## src/rtl/c0_sram_arb_pkg.sv

```systemverilog
// Shared types for the SRAM port-0 arbiter: owner encoding, pipeline-stage record, default widths.
// Latency: n/a (types only).
// Backpressure: n/a.
package c0_sram_arb_pkg;

  localparam int ADDR_W_DEF = 8;
  localparam int DATA_W_DEF = 32;

  typedef enum logic {
    OWN_M0 = 1'b0,
    OWN_M1 = 1'b1
  } owner_e;

  // One in-flight access as it moves towards the response stage.
  typedef struct packed {
    logic   vld;
    logic   we;
    owner_e owner;
  } stage_t;

endpackage

```

## src/rtl/c0_sram_port_arbiter_rr.sv

```systemverilog
// Two-way round-robin arbiter with an optional burst lock (C0_SRAM_ARB_LOCK_EN).
// Latency: grant is combinational from req in the same cycle; pointer/lock state update on the accept edge.
// Backpressure: a requester that loses a tie sees gnt=0 and must hold its request.
// Ports: clk/rst_n (async active-low); req[1:0], lock[1:0] per master; gnt[1:0] one-hot or zero.
module c0_rr_arb2
  import c0_sram_arb_pkg::*;
#(
  parameter int LOCK_MAX = 4
) (
  input  logic       clk,
  input  logic       rst_n,
  input  logic [1:0] req,
  input  logic [1:0] lock,
  output logic [1:0] gnt
);

  owner_e last_q;
  logic   last_m1;
  logic   tie_m1;

  assign last_m1 = (last_q == OWN_M1);

`ifdef C0_SRAM_ARB_LOCK_EN
  localparam int CW = $clog2(LOCK_MAX + 1);

  logic [CW-1:0] cnt_q;
  logic [CW-1:0] cnt_d;
  logic          hold;

  // The most recent grantee is always the lock holder while the count is
  // non-zero, so the pointer doubles as the lock owner.
  assign hold   = (cnt_q != '0) && (cnt_q < CW'(LOCK_MAX)) && req[last_m1] && lock[last_m1];
  assign tie_m1 = hold ? last_m1 : ~last_m1;

  always_comb begin
    cnt_d = '0;
    if ((|gnt) && lock[gnt[1]]) begin
      // A new owner, or an owner restarting after a forced release, opens a fresh burst.
      if ((gnt[1] != last_m1) || (cnt_q == CW'(LOCK_MAX))) cnt_d = CW'(1);
      else                                                  cnt_d = cnt_q + CW'(1);
    end
  end

  always_ff @(posedge clk or negedge rst_n) begin
    if (!rst_n) cnt_q <= '0;
    else        cnt_q <= cnt_d;
  end
`else
  logic unused_lock;
  assign unused_lock = ^lock;
  assign tie_m1      = ~last_m1;
`endif

  always_comb begin
    gnt = 2'b00;
    if (rst_n) begin
      if (req == 2'b11) gnt = tie_m1 ? 2'b10 : 2'b01;
      else              gnt = req;
    end
  end

  // Pointer resets to m1 so that m0 takes the first tie.
  always_ff @(posedge clk or negedge rst_n) begin
    if (!rst_n)    last_q <= OWN_M1;
    else if (|gnt) last_q <= gnt[1] ? OWN_M1 : OWN_M0;
  end

endmodule

```

## src/rtl/c0_sram_port_arbiter.sv

```systemverilog
// Shares SRAM port 0 between m0 (core) and m1 (loader/debug); optional burst lock via C0_SRAM_ARB_LOCK_EN.
// Latency: accept in N, macro pins in N+1, read data/rvalid in N+2; one access per cycle.
// Backpressure: combinational gnt per master; a master holds req and fields until granted.
// Ports: clk_g, rst_g (async active-low); m0_*/m1_* req/we/wmask/addr/wdata/lock in, gnt/rvalid/rdata out;
//        sram_csb0/web0/wmask0/addr0/din0 registered macro pins, sram_dout0 macro read data.
module c0_sram_port_arbiter
  import c0_sram_arb_pkg::*;
#(
  parameter int ADDR_W   = ADDR_W_DEF,
  parameter int DATA_W   = DATA_W_DEF,
  parameter int LOCK_MAX = 4
) (
  input  logic                clk_g,
  input  logic                rst_g,
  input  logic                m0_req,
  input  logic                m0_we,
  input  logic [DATA_W/8-1:0] m0_wmask,
  input  logic [ADDR_W-1:0]   m0_addr,
  input  logic [DATA_W-1:0]   m0_wdata,
  input  logic                m0_lock,
  output logic                m0_gnt,
  output logic                m0_rvalid,
  output logic [DATA_W-1:0]   m0_rdata,
  input  logic                m1_req,
  input  logic                m1_we,
  input  logic [DATA_W/8-1:0] m1_wmask,
  input  logic [ADDR_W-1:0]   m1_addr,
  input  logic [DATA_W-1:0]   m1_wdata,
  input  logic                m1_lock,
  output logic                m1_gnt,
  output logic                m1_rvalid,
  output logic [DATA_W-1:0]   m1_rdata,
  output logic                sram_csb0,
  output logic                sram_web0,
  output logic [DATA_W/8-1:0] sram_wmask0,
  output logic [ADDR_W-1:0]   sram_addr0,
  output logic [DATA_W-1:0]   sram_din0,
  input  logic [DATA_W-1:0]   sram_dout0
);

  localparam int MW = DATA_W / 8;

  logic [1:0]        gnt;
  logic              xfer;
  logic              sel_m1;
  logic              sel_we;
  logic [MW-1:0]     sel_wmask;
  logic [ADDR_W-1:0] sel_addr;
  logic [DATA_W-1:0] sel_wdata;
  stage_t            s1_q;
  stage_t            s2_q;
  logic              rd_rsp;

  c0_rr_arb2 #(.LOCK_MAX(LOCK_MAX)) u_arb (
    .clk   (clk_g),
    .rst_n (rst_g),
    .req   ({m1_req, m0_req}),
    .lock  ({m1_lock, m0_lock}),
    .gnt   (gnt)
  );

  assign m0_gnt = gnt[0];
  assign m1_gnt = gnt[1];

  assign xfer      = |gnt;
  assign sel_m1    = gnt[1];
  assign sel_we    = sel_m1 ? m1_we    : m0_we;
  assign sel_wmask = sel_m1 ? m1_wmask : m0_wmask;
  assign sel_addr  = sel_m1 ? m1_addr  : m0_addr;
  assign sel_wdata = sel_m1 ? m1_wdata : m0_wdata;

  // Macro pins; address/data/mask hold across idle cycles.
  always_ff @(posedge clk_g or negedge rst_g) begin
    if (!rst_g) begin
      sram_csb0   <= 1'b1;
      sram_web0   <= 1'b1;
      sram_wmask0 <= '0;
      sram_addr0  <= '0;
      sram_din0   <= '0;
    end else begin
      sram_csb0 <= ~xfer;
      sram_web0 <= ~(xfer & sel_we);
      if (xfer) begin
        sram_addr0  <= sel_addr;
        sram_din0   <= sel_wdata;
        sram_wmask0 <= sel_we ? sel_wmask : '0;
      end
    end
  end

  // s1 tracks the access on the pins, s2 the cycle its read data appears on dout.
  always_ff @(posedge clk_g or negedge rst_g) begin
    if (!rst_g) begin
      s1_q <= '0;
      s2_q <= '0;
    end else begin
      s1_q <= '{vld: xfer, we: sel_we, owner: owner_e'(sel_m1)};
      s2_q <= s1_q;
    end
  end

  assign rd_rsp    = s2_q.vld & ~s2_q.we;
  assign m0_rvalid = rd_rsp & (s2_q.owner == OWN_M0);
  assign m1_rvalid = rd_rsp & (s2_q.owner == OWN_M1);
  assign m0_rdata  = m0_rvalid ? sram_dout0 : '0;
  assign m1_rdata  = m1_rvalid ? sram_dout0 : '0;

endmodule

```

## config.mk

```make
export PLATFORM = sky130hd
export DESIGN_NAME = c0_sram_port_arbiter
export DESIGN_NICKNAME = d
export VERILOG_FILES = /design/src/rtl/c0_sram_arb_pkg.sv /design/src/rtl/c0_sram_port_arbiter_rr.sv /design/src/rtl/c0_sram_port_arbiter.sv
export SDC_FILE = /design/constraint.sdc
export NUM_CORES = 1
export LEC_CHECK = 0
export BUFFER_PORTS_ARGS = -buffer_cell sky130_fd_sc_hd__buf_2
export CAP_MARGIN = 15
export CORE_AREA = 10 10 101 94
export CTS_CLUSTER_DIAMETER = 100
export DETAILED_ROUTE_END_ITERATION = 16
export DIE_AREA = 0 0 111 104
export PLACE_DENSITY = 0.8
export SYNTH_ARGS = -nofsm -noshare
export SYNTH_HDL_FRONTEND = slang
export SYNTH_HIERARCHICAL = 1
export SYNTH_SLANG_ARGS = --single-unit
```

## constraint.sdc

```tcl
create_clock -name clk_g -period 1.9 [get_ports clk_g]
set_input_delay 0.57 -clock clk_g [delete_from_list [all_inputs] [get_ports clk_g]]
set_output_delay 0.57 -clock clk_g [all_outputs]
set_load 0.02 [all_outputs]
```

==> reports/results.ini, run 1 <==
[finish]
areaGrowthSynthToFinish_pct = 71.1
drive_gt1_share_pct = 56.4
nets = 648
fin_util_pct = 63.8

[synth]
synth_edf_count = 0
netlist.area_leader.share_pct = 45.4
yosysMostFrequentCell = and2_1
syn_nets = 407
synth_top_cell_by_area = dfrtp_1
syn_area_per_cell_sq_um = 9.88
ys_types = 19
synthArstFlopShare_pct = 100
netlist_area_sq_um = 2760
synth_common_cells = 64 x and2_1, 50 x dfrtp_1, 42 x nand2_1, 40 x mux2i_1, 40 x o21ai_0
synth-seq-cells = 53
yosys_warnings = 6
synthCells = 279
synth_ff_type = dfrtp_1
yosysSeqAreaShare_pct = 48.3
synth.area.top_cells = dfrtp_1 45%, and2_1 15%, mux2i_1 15%

[placement]
dp_hpwl_um = 8830
gp_congestion = 0.962
place_ws_ns = 0.00499
port_buffers = 239

[pwr]
leakagePower_nw = 2.41
p_seq_share_pct = 43.7
switching_share_pct = 36.5
pwr-share-comb_pct = 37.2
switching_power_mw = 1.22
vdd_ir_drop_max_mv = 0.494
p_clk_share_pct = 19.1
total_power_mw = 3.34
power_density_nw_per_um2 = 708
intPower_mw = 2.12

[global_routing]
grt_max_degree = 52
grt_pass1_wl_um = 17300
overflow = 0
grt_pass1_vias = 3221
grtUsageTotal_pct = 18.2
grt_antenna_before_repair = 8

[worst_setup_path]
path_buf_inv = 2
crit_path_cell_trace = and3b_2 > clkbuf_16 > and2_1 > buf_6
cp_top_family = simple AND/OR/NAND/NOR gates
path_depth = 4
slowest_stage = dfrtp_1
r2r_slack_ns = 0.17
cp-start-kind = register
cp-endpoint = m1_rdata[21]
crit_required_ns = 1.33
reg2reg_from = u_arb/last_m1$_DFFE_PN1P_
crit_fanout = 16
endpoint_kind = output pin
reg2reg_to = sram_din0[23]$_DFFE_PN0P_
setup.worst_path.start = s2_q[1]$_DFF_PN0_
cp.arrival_ns = 1.50
r2r_cells = 6
cpPeakStageDelay_ns = 0.40
critPathKind = reg -> out

[timing]
min_period_ns = 2.07
drv_slew = 0
period_share_pct = 109
setup_viol = 66
fin_skew_ns = 0.00975
maxSlewHeadroom_pct = 58.0
rsz0062_at_grt = true
fmax_mhz = 484
tightest_slew_ns = 0.631
report.final.hold_viol_count = 0
whs_ns = 0.175
setup_ws_ns = -0.166

[clocking]
cts.sinks = 53
cts_tree = done
cts_buffers = 5
clk_latency_ns = 0.30
htree_levels = 2
clockRootBuffer = clkbuf_8
clk_path_buf_depth = 2
ctsHoldBuffers = 0
clk_pin_slew_worst_paths_ns = 0.10

[drt]
first_iter_violations = 79
drcViolationCount = 0
viasPerCell = 4.84
route.vias.total = 3023
routed_wl_um = 11800
post_drt_wl_per_cell_um = 18.9
ant_nets = 0
drt_pass1_iterations = 4

[run]
drv_cap = 0

[floorplanning]
core_sq_um = 7390
die_y_um = 104
rows = 30
die_w_um = 111
ios = 242
dieArea_sq_um = 11500
initial_core_util_pct = 37.3

[outcome]
failed_checks = setup timing
outcome = complete, but fails checks

[hold_path]
hp-class = in -> async

==> routing by layer <==
| metal | GRT usage, % | wire length, um | up-vias |
|---|---|---|---|
| li1 | - | - | 1424 |
| met1 | 19.1 | 4340 | 1406 |
| met2 | 31.8 | 6070 | 171 |
| met3 | 6.63 | 1020 | 22 |
| met4 | 7.90 | 356 | 0 |
| met5 | 0 | 0 | - |
==> power groups by stage <==
stage	clock [mW]	combinational, mW	sequential, mW
after global routing	0.706	1.34	1.49
final	0.637	1.24	1.46
after detailed placement	0	1.17	1.48
after CTS	0.659	1.23	1.46
after floorplan	0	0.389	1.72
after global placement	0	1.14	1.46
==> kinds of logic (layout without fill, tap and decap cells) <==
| family | count (synthesis) | after routing | share of synthesized area [%] |
|---|---|---|---|
| mux | 41 | 41 | 14.9 |
| other cells | 0 | 8 | 0 |
| compound gates | 48 | 48 | 9.58 |
| simple gates | 115 | 115 | 22.6 |
| buf+inv | 22 | 264 | 4.63 |
| flops | 53 | 53 | 48.3 |
==> worst min-delay path by stage <==
stage,cells after the start,end,start,slack (ns)
CTS,2,sram_wmask0[1]$_DFFE_PN0P_,rst_g,0.17
floorplan,0,s1_q[0]$_DFF_PN0_,rst_g,0.27
finish,2,sram_wmask0[2]$_DFFE_PN0P_,rst_g,0.17
global route,2,sram_wmask0[1]$_DFFE_PN0P_,rst_g,0.15
detailed placement,0,s2_q[1]$_DFF_PN0_,s1_q[1]$_DFF_PN0_,0.34
global placement,0,s2_q[2]$_DFF_PN0_,s1_q[2]$_DFF_PN0_,0.33
==> placed cells by master (no fill, tap or decap), drive strengths merged, types with 2 or more instances in the layout <==
| cell | n |
|---|---|
| a221o | 4 |
| diode | 8 |
| inv | 2 |
| nand2 | 42 |
| buf | 253 |
| a21oi | 4 |
| and3b | 2 |
| and2 | 64 |
| clkinvlp | 2 |
| dfstp | 3 |
| dfrtp | 50 |
| mux2i | 40 |
| clkbuf | 7 |
| and3 | 5 |
| o21ai | 40 |
==> worst register-to-register path: stages, from the launching register on <==
cell and delay [ns]:
dfstp_2 0.58, inv_1 0.09, a21oi_4 0.14, buf_4 0.15
buf_12 0.27, mux2i_1 0.26, o21ai_0 0.10
==> area by class of cell <==
cell class,instances,area (sq um)
fillers,598,2680
repair buffers,254,1770
multi-input cells,204,1380
flip-flops and latches,53,1330
well taps,96,120
clock buffers,6,72.6
diodes,8,20.0
clock inverters,2,15.0
inverters,2,7.51
==> registers in the layout (all words and copies together), names as in the netlist <==
| signal | cells |
|---|---|
| s1_q | 3 |
| s2_q | 3 |
| sram_addr0 | 8 |
| sram_csb0 | 1 |
| sram_din0 | 32 |
| sram_web0 | 1 |
| sram_wmask0 | 4 |
| u_arb/last_m1 | 1 |
==> stage by stage <==
stage / instances / setup TNS, ns / area, sq um
3_5_place_dp: 605 / 0 / 4100
6_report: 625 / -7.59 / 4720
4_1_cts: 614 / -5.64 / 4590
2_1_floorplan: 279 / 0 / 2760
5_1_grt: 625 / -11.85 / 4720
3_3_place_gp: 605 / 0 / 4100
==> timing repair <==
action | in CTS | in global routing
buffers inserted | 1 | 2
pin swaps | 2 | 0
resized for setup | 129 | 26
cloned | 0 | 1
setup endpoints to repair | 66 | 67
Note: power is estimated with default switching activity, not from simulation.
==> run 2: changes to the inputs <==
Clock period 1.9 ns to 2.2 ns, I/O delays scaled along.
==> reports/results.ini, run 2 (synthesis results as in run 1) <==
[timing]
fmax_mhz = 479
drv_slew = 0
period_share_pct = 94.9
maxSlewHeadroom_pct = 71.7
report.final.hold_viol_count = 0
rsz0062_at_grt = false
tightest_slew_ns = 0.423
setup-tns-final_ns = 0
min_period_ns = 2.09
fin_skew_ns = 0.0116
setup_viol = 0

[finish]
mostFrequentLayoutCell = buf_2
reg_top3 = sram_din0: 32 flops, sram_addr0: 8 flops, sram_wmask0: 4 flops
areaGrowthSynthToFinish_pct = 51.4
regMostFlops = sram_din0
final_cell_mix = 238 x buf_2, 64 x and2_1, 50 x dfrtp_1
fin_util_pct = 56.4
drive_gt1_share_pct = 51.1
largest_register_ff_count = 32
nets = 641

[clocking]
clk_latency_ns = 0.30
clk_path_buf_depth = 2
htree_levels = 2
clk_pin_slew_worst_paths_ns = 0.09
clockRootBuffer = clkbuf_8
cts.sinks = 53
cts_buffers = 5
cts_tree = done
cts_setup_buffers = 0

[worst_setup_path]
critPathKind = reg -> out
crit_fanout = 33
cp.arrival_ns = 1.43
endpoint_kind = output pin
crit_required_ns = 1.54
cp-start-kind = register

[pwr]
vdd_ir_drop_max_mv = 0.347
leakagePower_nw = 2.30
power_density_nw_per_um2 = 669

[drt]
route.vias.total = 2844
drt_pass1_iterations = 4
routed_wl_um = 10400
viasPerCell = 4.65
drcViolationCount = 0
post_drt_wl_per_cell_um = 17.1
ant_nets = 0
first_iter_violations = 102

[global_routing]
grt_pass1_wl_um = 16300
grt_max_degree = 61
grt_antenna_before_repair = 1
grt_pass1_vias = 3074
grtUsageTotal_pct = 17.0
overflow = 0

[outcome]
outcome = completed

[floorplanning]
die_y_um = 104
core_sq_um = 7390
die_w_um = 111
dieArea_sq_um = 11500
rows = 30
initial_core_util_pct = 37.3
ios = 242

[placement]
port_buffers = 239
dp_hpwl_um = 8860
gp_congestion = 0.911

[run]
drv_cap = 0

[hold_path]
hp-class = reg -> reg

## run 2: changes by cell type in the layout (fill, tap and decap cells not counted), sizes merged
cell      change
clkinvlp      -1
diode         -6
clkbuf        -1
buf           -6
## run 2: what timing repair did
item / in CTS / in global routing
gates resized for setup: 0 / 5
hold buffers: 0 / 0
endpoints found under the setup margin: 0 / 64
hold endpoints to repair: 0 / 0
## run 2: metal layers
metal  part of all wire (%)  global-route usage (%)
met3                     10                    6.98
met2                     51                    31.2
met5                      0                       0
met4                    2.3                    5.39
met1                     37                    17.0
## run 2: stage by stage
step | area (sq um) | hold slack, ns | setup slack [ns] | power (mW) | cells
floorplan | 2760 | 0.331 | 0.151 | 1.82 | 279
global placement | 4060 | 0.333 | 0.283 | 2.24 | 602
detailed placement | 4060 | 0.343 | 0.254 | 2.28 | 602
CTS | 4150 | 0.364 | 0.0263 | 2.83 | 609
global route | 4170 | 0.368 | 0.00451 | 2.96 | 611
finish | 4170 | 0.359 | 0.112 | 2.79 | 611
## run 2: where the power goes
part,internal [mW],switching (mW)
Clock,0.249,0.302
Combinational,0.385,0.603
Sequential,1.16,0.0930
Total,1.80,0.998
## run 2: layout make-up
cell class                 count  area, sq um
fill                         702         3220
sequential                    53         1330
multi-input combinational    204         1320
timing repair buffer         247         1300
tap                           96          120
clock buffer                   6         82.6
clock inverter                 1         7.51
inverter                       2         7.51
antenna                        2         5.00
## run 2: critical path, cell delays in order (launching register included)
cell,delay (ns)
dfrtp_1,0.40
and3b_1,0.26
buf_12,0.17
and2_1,0.14
buf_2,0.16
## run 2: worst paths after layout
path	slack (ns)	start	to	cells after the start
max in group asynchronous	1.41	rst_g	sram_web0$_DFF_PN1_	2
worst max register to register	0.51	u_arb/last_m1$_DFFE_PN1P_	sram_din0[7]$_DFFE_PN0P_	5
min in group asynchronous	0.37	rst_g	sram_addr0[2]$_DFFE_PN0P_	2
worst min-delay path	0.36	s1_q[1]$_DFF_PN0_	s2_q[1]$_DFF_PN0_	0
worst max-delay path	0.11	s2_q[1]$_DFF_PN0_	m1_rdata[19]	4
worst min register to register	0.36	s1_q[1]$_DFF_PN0_	s2_q[1]$_DFF_PN0_	0
